[config.mk]
export PLATFORM = sky130hd
export DESIGN_NAME = isa_vga_target
export DESIGN_NICKNAME = d
export VERILOG_FILES = /design/src/rtl/isa_vga_target.sv
export SDC_FILE = /design/constraint.sdc
export NUM_CORES = 1
export LEC_CHECK = 0
export BUFFER_PORTS_ARGS = -buffer_cell sky130_fd_sc_hd__buf_2
export CORE_ASPECT_RATIO = 0.8
export CORE_MARGIN = 1.5
export CORE_UTILIZATION = 62
export CTS_BUF_LIST = sky130_fd_sc_hd__clkbuf_8
export CTS_CLUSTER_SIZE = 16
export DETAILED_ROUTE_END_ITERATION = 16
export PLACE_DENSITY = 0.82
export SKIP_CTS_REPAIR_TIMING = 1
export SYNTH_ARGS = -nofsm -noshare
export SYNTH_HDL_FRONTEND = slang
export SYNTH_SLANG_ARGS = --single-unit
[constraint.sdc]
create_clock -name mclk -period 3.7 [get_ports mclk]
set_input_delay 0.74 -clock mclk [delete_from_list [all_inputs] [get_ports mclk]]
set_output_delay 0.74 -clock mclk [all_outputs]
set_load 0.05 [all_outputs]
[src/rtl/isa_vga_target.sv]
// ISA-side bus target for the Zorro II bridge: 16x16 I/O register file with
// monitor-switch control, plus a memory window forwarded to SRAM via req/ack.
module isa_vga_target #(
    parameter int          ADDR_W      = 20,
    parameter logic [15:0] IO_BASE     = 16'h03C0,
    parameter logic [2:0]  MEM_BASE    = 3'b101,
    parameter int          MEM_WAIT    = 2,
    parameter int          SYNC_STAGES = 2
) (
    input  logic              mclk,
    input  logic              reset,
    input  logic [ADDR_W-1:0] SA,
    input  logic              BALE,
    input  logic              IOR,
    input  logic              IOW,
    input  logic              MEMR,
    input  logic              MEMW,
    input  logic [15:0]       DG_IN,
    output logic [15:0]       DG_OUT,
    output logic              DG_OE,
    output logic              WAIT,
    output logic              mem_req,
    output logic              mem_we,
    output logic [ADDR_W-4:0] mem_addr,
    output logic [15:0]       mem_wdata,
    input  logic [15:0]       mem_rdata,
    input  logic              mem_ack,
    output logic              MONISW,
    output logic              err
);

    localparam int CNT_W = (MEM_WAIT > 2) ? $clog2(MEM_WAIT) : 1;

    typedef enum logic [2:0] {
        S_IDLE, S_ADDR, S_IO_ACC, S_MEM_REQ, S_MEM_HOLD, S_ABORT, S_DONE, S_END
    } state_t;

    state_t             r_state;
    state_t             w_next;
    logic [4:0]         r_sync [SYNC_STAGES];
    logic [ADDR_W-1:0]  r_sa;
    logic [15:0]        r_regs [16];
    logic [CNT_W-1:0]   r_cnt;
    logic               r_ack_seen;
    logic               r_mem_write;
    logic               r_io_write;

    logic               w_bale_n;
    logic [3:0]         w_stb_n;
    logic [3:0]         w_stb;
    logic               w_multi;
    logic               w_io_hit;
    logic               w_mem_hit;
    logic               w_mem_stb_high;
    logic               w_release;
    logic [3:0]         w_idx;

    // Strobe bit order everywhere: {IOR, IOW, MEMR, MEMW}, all active low.
    always_ff @(posedge mclk) begin
        if (reset) begin
            for (int i = 0; i < SYNC_STAGES; i++) r_sync[i] <= 5'h1F;
        end else begin
            r_sync[0] <= {BALE, IOR, IOW, MEMR, MEMW};
            for (int i = 1; i < SYNC_STAGES; i++) r_sync[i] <= r_sync[i-1];
        end
    end

    assign w_bale_n       = r_sync[SYNC_STAGES-1][4];
    assign w_stb_n        = r_sync[SYNC_STAGES-1][3:0];
    assign w_stb          = ~w_stb_n;
    assign w_multi        = (w_stb & (w_stb - 4'd1)) != 4'd0;
    assign w_io_hit       = r_sa[15:5] == IO_BASE[15:5];
    assign w_mem_hit      = r_sa[ADDR_W-1 -: 3] == MEM_BASE;
    assign w_mem_stb_high = r_mem_write ? w_stb_n[0] : w_stb_n[1];
    assign w_release      = (r_cnt == '0) && (r_ack_seen || mem_ack);
    assign w_idx          = r_sa[4:1];
    assign MONISW         = r_regs[0][0];

    always_ff @(posedge mclk) begin
        if (reset) r_state <= S_IDLE;
        else       r_state <= w_next;
    end

    always_comb begin
        w_next = r_state;
        case (r_state)
            S_IDLE:   if (!w_bale_n) w_next = S_ADDR;
            S_ADDR: begin
                if (w_multi)
                    w_next = S_DONE;
                else if (w_stb != 4'd0) begin
                    if ((w_stb[3] || w_stb[2]) && w_io_hit)
                        w_next = S_IO_ACC;
                    else if ((w_stb[1] || w_stb[0]) && w_mem_hit)
                        w_next = S_MEM_REQ;
                    else
                        w_next = S_DONE;
                end else if (w_bale_n)
                    w_next = S_IDLE;
            end
            S_IO_ACC: w_next = S_DONE;
            S_MEM_REQ, S_MEM_HOLD: begin
                // A released strobe is an abort; the SRAM request still runs to its ack.
                if (w_mem_stb_high)
                    w_next = (r_ack_seen || mem_ack) ? S_END : S_ABORT;
                else if (w_release)
                    w_next = S_DONE;
                else
                    w_next = S_MEM_HOLD;
            end
            S_ABORT:  if (mem_ack) w_next = S_END;
            S_DONE:   if (&w_stb_n) w_next = S_END;
            S_END:    if (w_bale_n) w_next = S_IDLE;
            default:  w_next = S_IDLE;
        endcase
    end

    always_ff @(posedge mclk) begin
        if (reset) begin
            r_sa        <= '0;
            DG_OUT      <= '0;
            DG_OE       <= 1'b0;
            WAIT        <= 1'b1;
            mem_req     <= 1'b0;
            mem_we      <= 1'b0;
            mem_addr    <= '0;
            mem_wdata   <= '0;
            err         <= 1'b0;
            r_cnt       <= '0;
            r_ack_seen  <= 1'b0;
            r_mem_write <= 1'b0;
            r_io_write  <= 1'b0;
        end else begin
            case (r_state)
                S_IDLE: if (w_next == S_ADDR) r_sa <= SA;
                S_ADDR: begin
                    if (w_multi) err <= 1'b1;
                    if (w_next == S_IO_ACC) r_io_write <= w_stb[2];
                    if (w_next == S_MEM_REQ) begin
                        WAIT        <= 1'b0;
                        mem_req     <= 1'b1;
                        mem_we      <= w_stb[0];
                        mem_addr    <= r_sa[ADDR_W-4:0];
                        mem_wdata   <= DG_IN;
                        r_cnt       <= CNT_W'(MEM_WAIT - 1);
                        r_ack_seen  <= 1'b0;
                        r_mem_write <= w_stb[0];
                    end
                end
                S_IO_ACC: begin
                    if (!r_io_write) begin
                        DG_OUT <= r_regs[w_idx];
                        DG_OE  <= 1'b1;
                    end else if (w_idx == 4'd15 && DG_IN[15]) begin
                        err <= 1'b0;
                    end
                end
                S_MEM_REQ, S_MEM_HOLD: begin
                    if (r_cnt != '0) r_cnt <= r_cnt - CNT_W'(1);
                    if (mem_ack) begin
                        r_ack_seen <= 1'b1;
                        mem_req    <= 1'b0;
                    end
                    if (w_next == S_END || w_next == S_ABORT) begin
                        WAIT  <= 1'b1;
                        DG_OE <= 1'b0;
                    end else begin
                        if (mem_ack && !r_mem_write) begin
                            DG_OUT <= mem_rdata;
                            DG_OE  <= 1'b1;
                        end
                        if (w_next == S_DONE) WAIT <= 1'b1;
                    end
                end
                S_ABORT: if (mem_ack) mem_req <= 1'b0;
                S_DONE:  if (w_next == S_END) DG_OE <= 1'b0;
                default: ;
            endcase
        end
    end

    // NOTE: the register file is reset like any other state because reg0 must
    // come up as 16'h0001 to select the Amiga display at power-on.
    always_ff @(posedge mclk) begin
        if (reset) begin
            for (int i = 0; i < 16; i++) r_regs[i] <= (i == 0) ? 16'h0001 : 16'h0000;
        end else if (r_state == S_IO_ACC && r_io_write) begin
            r_regs[w_idx] <= DG_IN;
        end
    end

endmodule

==> summary.md, run 1 <==
| Metric | Value |
|---|---|
| Critical Path End Type | flip-flop |
| Reg2reg end | mem_wdata[1]$_SDFFE_PP0P_ |
| Pwr/cell area | 453 nW/um^2 |
| TritonCTS buffer count | 53 |
| Largest net degree at the start of global routing | between 90 and 100 |
| Compound-Gate Fraction of Synth Area | 0.0354 |
| Filler Cell Count | 1,606 |
| Worst hold endpoint | r_sync[0][2]$_SDFF_PP1_ |
| Residual DRC | 0 |
| Initial core utilization | 0.631 |
| Avg Cell Area, Syn | 13.6 um^2 |
| Slack of the critical path | 0.543 ns |
| CP max FO | 22 |
| Adder-cell area share of the yosys netlist | 0 |
| Die X | 179 um |
| Clock Latency Late Sink | 0.58 ns |
| Initial antenna violation count | 2 |
| Hold Crit Start | IOW |
| YS warnings | 0 |
| Fraction of layout cells with a size suffix above 1 | 0.249 |
| 1st-iter DRT viols | 1,117 |
| Worst EP arrival | 3.65 ns |
| Chip Height | 144 um |
| CTS max path bufs | 3 |
| Crit start category | flip-flop |
| Nets | 1,295 |
| Seq/Total Area, Yosys | 0.624 |
| # Max-Cap Violations | 0 |
| PortBufs | 114 |
| Final Setup Violations | 0 |
| Die ar. | approximately 26,000 um^2 |
| Leak | 0.00652 uW |
| Setup TNS | 0 ns |
| Syn Inst Count | around 1,100 |
| Multi-input gate area | 5380 um^2 |
| Root Driver | clkbuf_8 |
| Mux cell area share after synthesis | 0.141 |
| Crit share post-route | 0.853 |
| Worst EP required | 4.20 ns |
| Leading cell type in the layout, fill and taps excluded | edfxtp_1 |
| Syn nets | between 1,000 and 1,500 |
| Status | complete, no violations |
| Vias per cell | 6.04 |
| Core Region | 24,300 um^2 |
| Netlist cell types | 56 |
| Worst Max-Slew Pin Slew | 1.09 ns |
| Top cells by area, synth | edfxtp_1 50%, dfxtp_1 12%, mux4_2 12% |
| Vias in the first global route | 9,032 |
| RSZ-0062 raised after global routing | no |
| Routability Congestion | about 0.84 |
| Commonest cells after routing, fill and taps aside | 256 x edfxtp_1, 238 x and2_1, 146 x nand2_1 |
| DP Wirelength | 23,000 um |
| Post-Synth XOR/XNOR Area | 0 |
| Post-synth EDFFs | 256 |
| Clock Sinks | 350 |
| Rows | 51 |
| Overall via count from detail_route | 9,640 |
| Wire per inst | approximately 22 um |
| Cell area after synthesis | between 15,000 and 20,000 um^2 |
| Kind of critical path | flip-flop to flip-flop |
| Clk slew on worst S/H paths | 0.06 ns |
| Layout area overhead | 11.5% |
| Max_slew headroom | 0.272 |
| Tightest Hold Check Type | input port to flip-flop |
| Largest family of logic cells by synthesized area | simple AND/OR/NAND/NOR gates |
| Start of the worst register-to-register path | r_sa[11]$_SDFFE_PP0P_ |
| Overflow after GRT | 0 |
| Tmin final | around 3.2 ns |
| Top-area cell type share of the netlist area | 0.501 |
| Routed Antenna Nets | 0 |
| Ys flop type | edfxtp_1 |
| Max Transition Viols Final | 0 |
| Detailed Route WL | approximately 36,000 um |
| R2R setup slack | ~0.54 ns |
| R2R depth | 7 |
| Placed inst area | 16,200 um^2 |
| Worst slack at placement | 0.596 ns |
| VDD IR max | roughly 0.28 mV |
| Max frequency | 317 MHz |
| Global-route wire length before repair | 53,200 um |
| Seq. cell area | about 9600 um^2 |
| H-tree levels | 2 |
| Synth Area in Simple Gates | 0.173 |
| Hold Path Depth | 2 |
| Register bit total from synthesis | 350 |
| Post-synth ARST share | 0 |
| CTS tree | built |
| 1st-pass router iterations | 5 |
| Final Skew | 0.0212 ns |
| Final Cell Area | approximately 17,000 um^2 |
| I/O pin cnt | 115 |
| Post-synth top area cell | edfxtp_1 |
| Final Hold Fails | 0 |
| All-layer global routing usage | 0.281 |
==> worst max path at each step <==
stage	endpoint	startpoint	depth (start not counted)
floorplan	r_regs[13][0]$_SDFFCE_PN0P_	reset	5
global placement	mem_addr[14]$_SDFFE_PP0P_	mem_ack	7
detailed placement	mem_addr[9]$_SDFFE_PP0P_	mem_ack	7
CTS	mem_wdata[1]$_SDFFE_PP0P_	r_state[2]$_SDFF_PP0_	7
global route	mem_wdata[1]$_SDFFE_PP0P_	r_state[2]$_SDFF_PP0_	7
finish	mem_wdata[1]$_SDFFE_PP0P_	r_sa[11]$_SDFFE_PP0P_	7
==> state kept, by name, summed over array words and instances, names as in the netlist, named ones only <==
signal	flops
r_sa	20
mem_wdata	16
r_cnt	1
mem_addr	17
r_mem_write	1
WAIT	1
DG_OE	1
r_ack_seen	1
mem_req	1
DG_OUT	16
r_io_write	1
r_regs	256
r_sync	10
err	1
r_state	3
==> cell families after synthesis <==
group | after synthesis
flip-flops | 350
multiplexers | 116
buffers and inverters | 90
AND/OR/NAND/NOR | 483
AO/OA/AOI/OAI | 86
==> final cells by class <==
| cell class | instances | area share |
|---|---|---|
| antenna | 2 | 0.000293 |
| clock buffer | 57 | 0.0459 |
| clock inverter | 38 | 0.00922 |
| inverter | 3 | 0.000658 |
| multi-input combinational | 685 | 0.315 |
| sequential | 350 | 0.560 |
| tap | 318 | 0.0233 |
| timing repair buffer | 142 | 0.0464 |
==> through the flow <==
| stage | instances | hold slack, ns | power (uW) | utilization |
|---|---|---|---|---|
| after global routing | 1594 | 0.319 | 7980 | 0.703 |
| after detailed placement | 1498 | 0.404 | 4960 | 0.665 |
| after CTS | 1593 | 0.315 | 7780 | 0.703 |
| after global placement | 1498 | 0.401 | 4940 | 0.665 |
| final | 1595 | 0.345 | 7750 | 0.703 |
| after floorplan | 1125 | 0.389 | 4770 | - |
==> per-layer routing <==
metal  wire length (um)  track usage
met2              16300        0.415
met1              15100        0.423
met5                 11            0
met4                698       0.0851
met3               3430       0.0606
==> cells in the mapped netlist, types with 3 or more instances <==
master      n
or2_2      16
and3_1     17
and2_1    238
inv_1       3
a21oi_1    23
nor3_2      3
nand3_1     3
mux4_2     80
clkbuf_1   60
a31oi_1    18
nor2_1     27
nor3_1      4
o21ai_0    28
buf_2       8
buf_4       7
nor3b_1     3
nand2_1   146
mux2i_1    34
edfxtp_1  256
dfxtp_1    94
nand4_1     3
nand2b_1    4
buf_1       8
and3b_1     3
==> worst max-delay path, stage by stage (launching register included) <==
cell and delay, ns:
dfxtp_1 0.32, nor4b_1 0.45, nand3_1 0.19, o211ai_1 0.22, a221o_1 0.22, nor3b_4 0.89
buf_4 0.52, mux2i_1 0.26
==> report_power, final <==
part	internal [uW]	switching, uW
registers	4320	64.0
logic	181	321
clock network	1410	1450
(Power assumes the default switching activity.)
==> run 2: changes to the inputs <==
CORE_ASPECT_RATIO = 0.9   (was 0.8)
==> run 2 against run 1 <==
Net effect: critical path depth shrank 1; die area about the same; count of clock-buffer cells in the layout is 7 higher; core utilization rose by 1.4 points; non-clock buffer count increased by 6; clock power grew 23%; setup slack gained 0.35 ns; global-route usage increased by 1.6 points; cell count fell by 0.13%; flip-flop and latch count stayed put; cell area increased by 1.7%.
==> summary.md, run 2 (same netlist as run 1, synthesis figures left out) <==
| Metric | Value |
|---|---|
| Setup TNS | 0 ns |
| Nets | about 1,300 |
| Max_slew headroom | 0.208 |
| Critical Path End Type | flip-flop |
| Final Hold Fails | 0 |
| Filler Cell Count | 1,565 |
| Max frequency | ~360 MHz |
| Clock Sinks | 350 |
| Routed Antenna Nets | 0 |
| 1st-pass router iterations | 6 |
| H-tree levels | 2 |
| VDD IR max | 0.312 mV |
| Worst hold endpoint | r_sync[0][3]$_SDFF_PP1_ |
| Initial antenna violation count | 3 |
| Fraction of layout cells with a size suffix above 1 | 0.269 |
| Largest Register | r_regs |
| RSZ-0062 raised after global routing | no |
| Leak | 0.00662 uW |
| Worst EP required | slightly above 4 ns |
| R2R depth | 6 |
| Bufs and invs on worst path | 0 |
| Reg2reg end | r_regs[5][2]$_SDFFCE_PN0P_ |
| Worst Max-Slew Pin Slew | 1.18 ns |
| Ant. Diodes | 0 |
| CP top delay family | simple AND/OR/NAND/NOR gates |
| Global-route wire length before repair | 56,900 um |
| Clock Latency Late Sink | 0.60 ns |
| GR met1 Demand/Resource | 0.412 |
| Hold WS | 0.346 ns |
| Vias per cell | 6.19 |
| Top flop regs | r_regs (256), r_sa (20), mem_addr (17) |
| Detailed Route WL | 37,600 um |
| Largest net degree at the start of global routing | 95 |
| PortBufs | 114 |
| Max Transition Viols Final | 0 |
| Slack of the critical path | approximately 0.89 ns |
| Die ar. | 25,700 um^2 |
| # Max-Cap Violations | 0 |
| 1st-iter DRT viols | about 1,200 |
| TritonCTS buffer count | 54 |
| Crit start category | flip-flop |
| Root Driver | clkbuf_8 |
| Tmin final | 2.81 ns |
| Core Region | roughly 24,000 um^2 |
| Wire per inst | 23.6 um |
| Residual DRC | 0 |
| CTS max path bufs | 3 |
| Final Setup Violations | 0 |
| I/O pin cnt | 115 |
| # placed instances | 1,494 |
| Start of the worst register-to-register path | r_state[1]$_SDFF_PP0_ |
| Layout area overhead | 13.4% |
| Pwr/cell area | around 480 nW/um^2 |
| Critical path's slowest cell | nor2_1 |
| All-layer global routing usage | 0.297 |
| Hold Crit Start | IOR |
| M2 GR Usage | 0.450 |
| Grt met3 use | 0.0881 |
| Leading cell type in the layout, fill and taps excluded | edfxtp_1 |
| Largest register FFs | 256 |
| Die X | 169 um |
| Tightest Hold Check Type | input port to flip-flop |
| Overflow after GRT | 0 |
| CTS tree | built |
| Overall via count from detail_route | 9,853 |
| Rows | 54 |
| Initial core utilization | 0.632 |
| Cell mode on critical path | nor2_1 |
| Non-filler instance count after layout | 1,593 |
| R2R setup slack | 0.89 ns |
| Hold Path Depth | 2 |
| Commonest cells after routing, fill and taps aside | 256 x edfxtp_1, 238 x and2_1, 146 x nand2_1 |
| CP max stage delay | 0.96 ns |
| Chip Height | 152 um |
| DP Wirelength | 24,000 um |
| Kind of critical path | flip-flop to flip-flop |
| CP max FO | 16 |
| Final Skew | 0.0369 ns |
| Worst slack at placement | 0.907 ns |
| Worst EP arrival | 3.24 ns |
| Clk slew on worst S/H paths | ~0.060 ns |
| Routability Congestion | 0.864 |
| Cell Chain, Critical Path | nand4bb_1 -> nand2b_4 -> nor2_1 -> nand2_1 -> nor2_1 -> and2_1 |
| Status | complete, no violations |
| Vias in the first global route | 9,746 |
| Gr busiest metal | met2 |
| Crit share post-route | 0.760 |
[run 2: worst reg2reg max path, stage by stage, from the launching register on]
cell and delay, ns:
dfxtp_1 0.58, nand4bb_1 0.28, nand2b_4 0.25, nor2_1 0.12, nand2_1 0.21, nor2_1 0.96
and2_1 0.26
[run 2: worst max-delay path by stage]
stage | from | to | slack [ns] | cells past startpoint
after global routing | r_state[1]$_SDFF_PP0_ | r_regs[9][4]$_SDFFCE_PN0P_ | 0.75 | 6
after CTS | r_state[1]$_SDFF_PP0_ | r_regs[9][15]$_SDFFCE_PN0P_ | 0.88 | 6
final | r_state[1]$_SDFF_PP0_ | r_regs[5][2]$_SDFFCE_PN0P_ | 0.89 | 6
after floorplan | reset | r_regs[13][0]$_SDFFCE_PN0P_ | 0.87 | 5
after detailed placement | reset | r_regs[9][10]$_SDFFCE_PN0P_ | 0.91 | 7
after global placement | reset | r_regs[5][4]$_SDFFCE_PN0P_ | 1.11 | 7
[run 2: stage by stage]
stage	utilization	total power, uW	instance area (um^2)
floorplan	-	4770	15300
global placement	0.668	4950	16200
detailed placement	0.668	4970	16200
CTS	0.717	8440	17400
global route	0.717	8660	17400
finish	0.717	8430	17400
[run 2: layout make-up]
type                    instances  area (um^2)  area share
clock buffers                  64          881      0.0506
clock inverters                35          310      0.0178
inverters                       3         11.3    0.000647
multi-input cells             685         5380       0.309
flip-flops and latches        350         9570       0.551
well taps                     308          385      0.0222
repair buffers                148          851      0.0489
[run 2: layer usage]
layer,vias up,part of all wire,wire length (um)
li1,4294,-,-
met1,4885,0.40,15000
met2,587,0.46,17100
met3,83,0.12,4490
met4,4,0.026,985
met5,-,0.00072,27
[run 2: where the power goes]
part           internal (uW)  switching [uW]  leakage, uW
registers               4320            66.1      0.00340
logic                    182             333      0.00256
clock network           2000            1530     0.000658
total                   6500            1930      0.00662
==> run 3: changes to the inputs <==
CORE_UTILIZATION = 56   (was 62)
PLACE_DENSITY = 0.78   (was 0.82)
clock period = 2.35 ns   (was 3.7 ns; I/O delays follow)
==> run 3 against run 2 <==
Net effect: sequential share of layout area down 0.32 points; first-iteration DRC count increased by 2.5%; global-route usage decreased by 3.4 points; combinational power increased by 66%; sequential power grew 57%; fmax increased by 26%; die area up 11%; power grew 47%; clock skew decreased by 0.019 ns; critical path type unchanged; largest power group unchanged.
==> summary.md, run 3 (same netlist as run 1, synthesis figures left out) <==
| Metric | Value |
|---|---|
| Worst EP arrival | 2.46 ns |
| Initial antenna violation count | 3 |
| Largest Register | r_regs |
| 1st-pass router iterations | 6 |
| Max_slew headroom | 0.573 |
| Worst slack at placement | -0.121 ns |
| Clock Sinks | 350 |
| Critical Path End Type | flip-flop |
| Layout area overhead | 14.0% |
| Final Skew | 0.0176 ns |
| Status | complete, no violations |
| Worst EP required | 2.58 ns |
| Tot Pwr | about 12,000 uW |
| Top flop regs | r_regs (256), r_sa (20), mem_addr (17) |
| Global-route wire length before repair | 55,500 um |
| VDD IR max | 0.454 mV |
| Leak | 0.00670 uW |
| Die ar. | 28,400 um^2 |
| Met3 wire len | 3560 um |
| Die X | approximately 180 um |
| Routability Congestion | 0.864 |
| Hold WS | 0.0689 ns |
| Crit start category | flip-flop |
| CTS tree | built |
| CTS max path bufs | 3 |
| Crit share post-route | 0.948 |
| H-tree levels | 2 |
| Final Hold Fails | 0 |
| M1 WL | 15,500 um |
| Largest register FFs | 256 |
| Leading cell type in the layout, fill and taps excluded | edfxtp_1 |
| Overall via count from detail_route | 9,729 |
| Routed Antenna Nets | 0 |
| Start of the worst register-to-register path | r_state[2]$_SDFF_PP0_ |
| Residual DRC | 0 |
| Tmin final | ~2.2 ns |
| Core Region | 27,000 um^2 |
| Setup crit start | r_state[2]$_SDFF_PP0_ |
| PortBufs | 114 |
| Largest net degree at the start of global routing | 50 |
| Vias in the first global route | 9,484 |
| Detailed Route WL | 36,800 um |
| Final Setup Violations | 0 |
| Pwr/cell area | 710 nW/um^2 |
| DP Wirelength | 24,200 um |
| Metal2 WL | 16,900 um |
| R2R setup slack | around 0.12 ns |
| 1st-iter DRT viols | 1,253 |
| Initial core utilization | 0.569 |
| Critical path's slowest cell | or2_2 |
| Clock Latency Late Sink | 0.60 ns |
| Max Transition Viols Final | 0 |
| Final Cell Area | approximately 17,000 um^2 |
| TritonCTS buffer count | 54 |
| Root Driver | clkbuf_8 |
| CP max stage delay | 0.49 ns |
| Kind of critical path | flip-flop to flip-flop |
| Nets | 1,322 |
| Hold Crit Start | MEMW |
| Uppermost layer routed | met5 |
| Rows | 57 |
| Clk slew on worst S/H paths | 0.06 ns |
| Worst Max-Slew Pin Slew | 0.639 ns |
| Vias per cell | 5.85 |
| All-layer global routing usage | 0.263 |
| # Max-Cap Violations | 0 |
| Fraction of layout cells with a size suffix above 1 | 0.266 |
| CP max FO | 16 |
| Overflow after GRT | 0 |
| Max frequency | roughly 450 MHz |
| Placed inst area | 16,500 um^2 |
| Tightest Hold Check Type | input port to flip-flop |
| Slack of the critical path | 0.123 ns |
| Chip Height | around 160 um |
| Commonest cells after routing, fill and taps aside | 256 x edfxtp_1, 238 x and2_1, 146 x nand2_1 |
| I/O pin cnt | 115 |
| Cell Chain, Critical Path | nand4bb_1 -> nand2b_4 -> nor2_1 -> nand2_1 -> nor3_2 -> or2_2 |
| Wire per inst | between 20 and 25 um |
[run 3: report_power, final]
group,switching [uW],internal [uW]
combinational,543,312
sequential,77.7,6800
clock,2330,2350
[run 3: area by class of cell]
| class | instances | area, um^2 |
|---|---|---|
| Clock inverter | 45 | 210 |
| Timing Repair Buffer | 168 | 1080 |
| Fill cell | 1973 | 9470 |
| Clock buffer | 57 | 785 |
| Antenna cell | 1 | 2.50 |
| Inverter | 3 | 11.3 |
| Multi-Input combinational cell | 685 | 5390 |
| Tap cell | 354 | 443 |
| Sequential cell | 350 | 9570 |
[run 3: final timing paths]
kind | end | depth (start not counted)
worst max-delay path | r_regs[1][9]$_SDFFCE_PN0P_ | 6
worst min register to register | r_sync[0][8]$_SDFF_PP1_ | 1
worst min-delay path | r_sync[0][0]$_SDFF_PP1_ | 2
worst max register to register | r_regs[1][9]$_SDFFCE_PN0P_ | 6
[run 3: worst max-delay path: cells and delay by family (launching register included)]
| kind | cells | cell delay [ns] |
|---|---|---|
| AND/OR/NAND/NOR | 6 | 1.51 |
| flip-flops | 1 | 0.34 |
[run 3: metal layers]
metal,track usage,vias up
li1,-,4336
met1,0.383,4787
met2,0.403,535
met3,0.0562,69
met4,0.0722,2
met5,0,-
[run 3: per-stage QoR]
stage | util | TNS, ns | std cells
floorplan | - | -7.75 | 1125
global placement | 0.611 | 0 | 1560
detailed placement | 0.611 | -1.67 | 1560
CTS | 0.648 | -1.88 | 1662
global route | 0.649 | -0.117 | 1662
finish | 0.649 | 0 | 1663
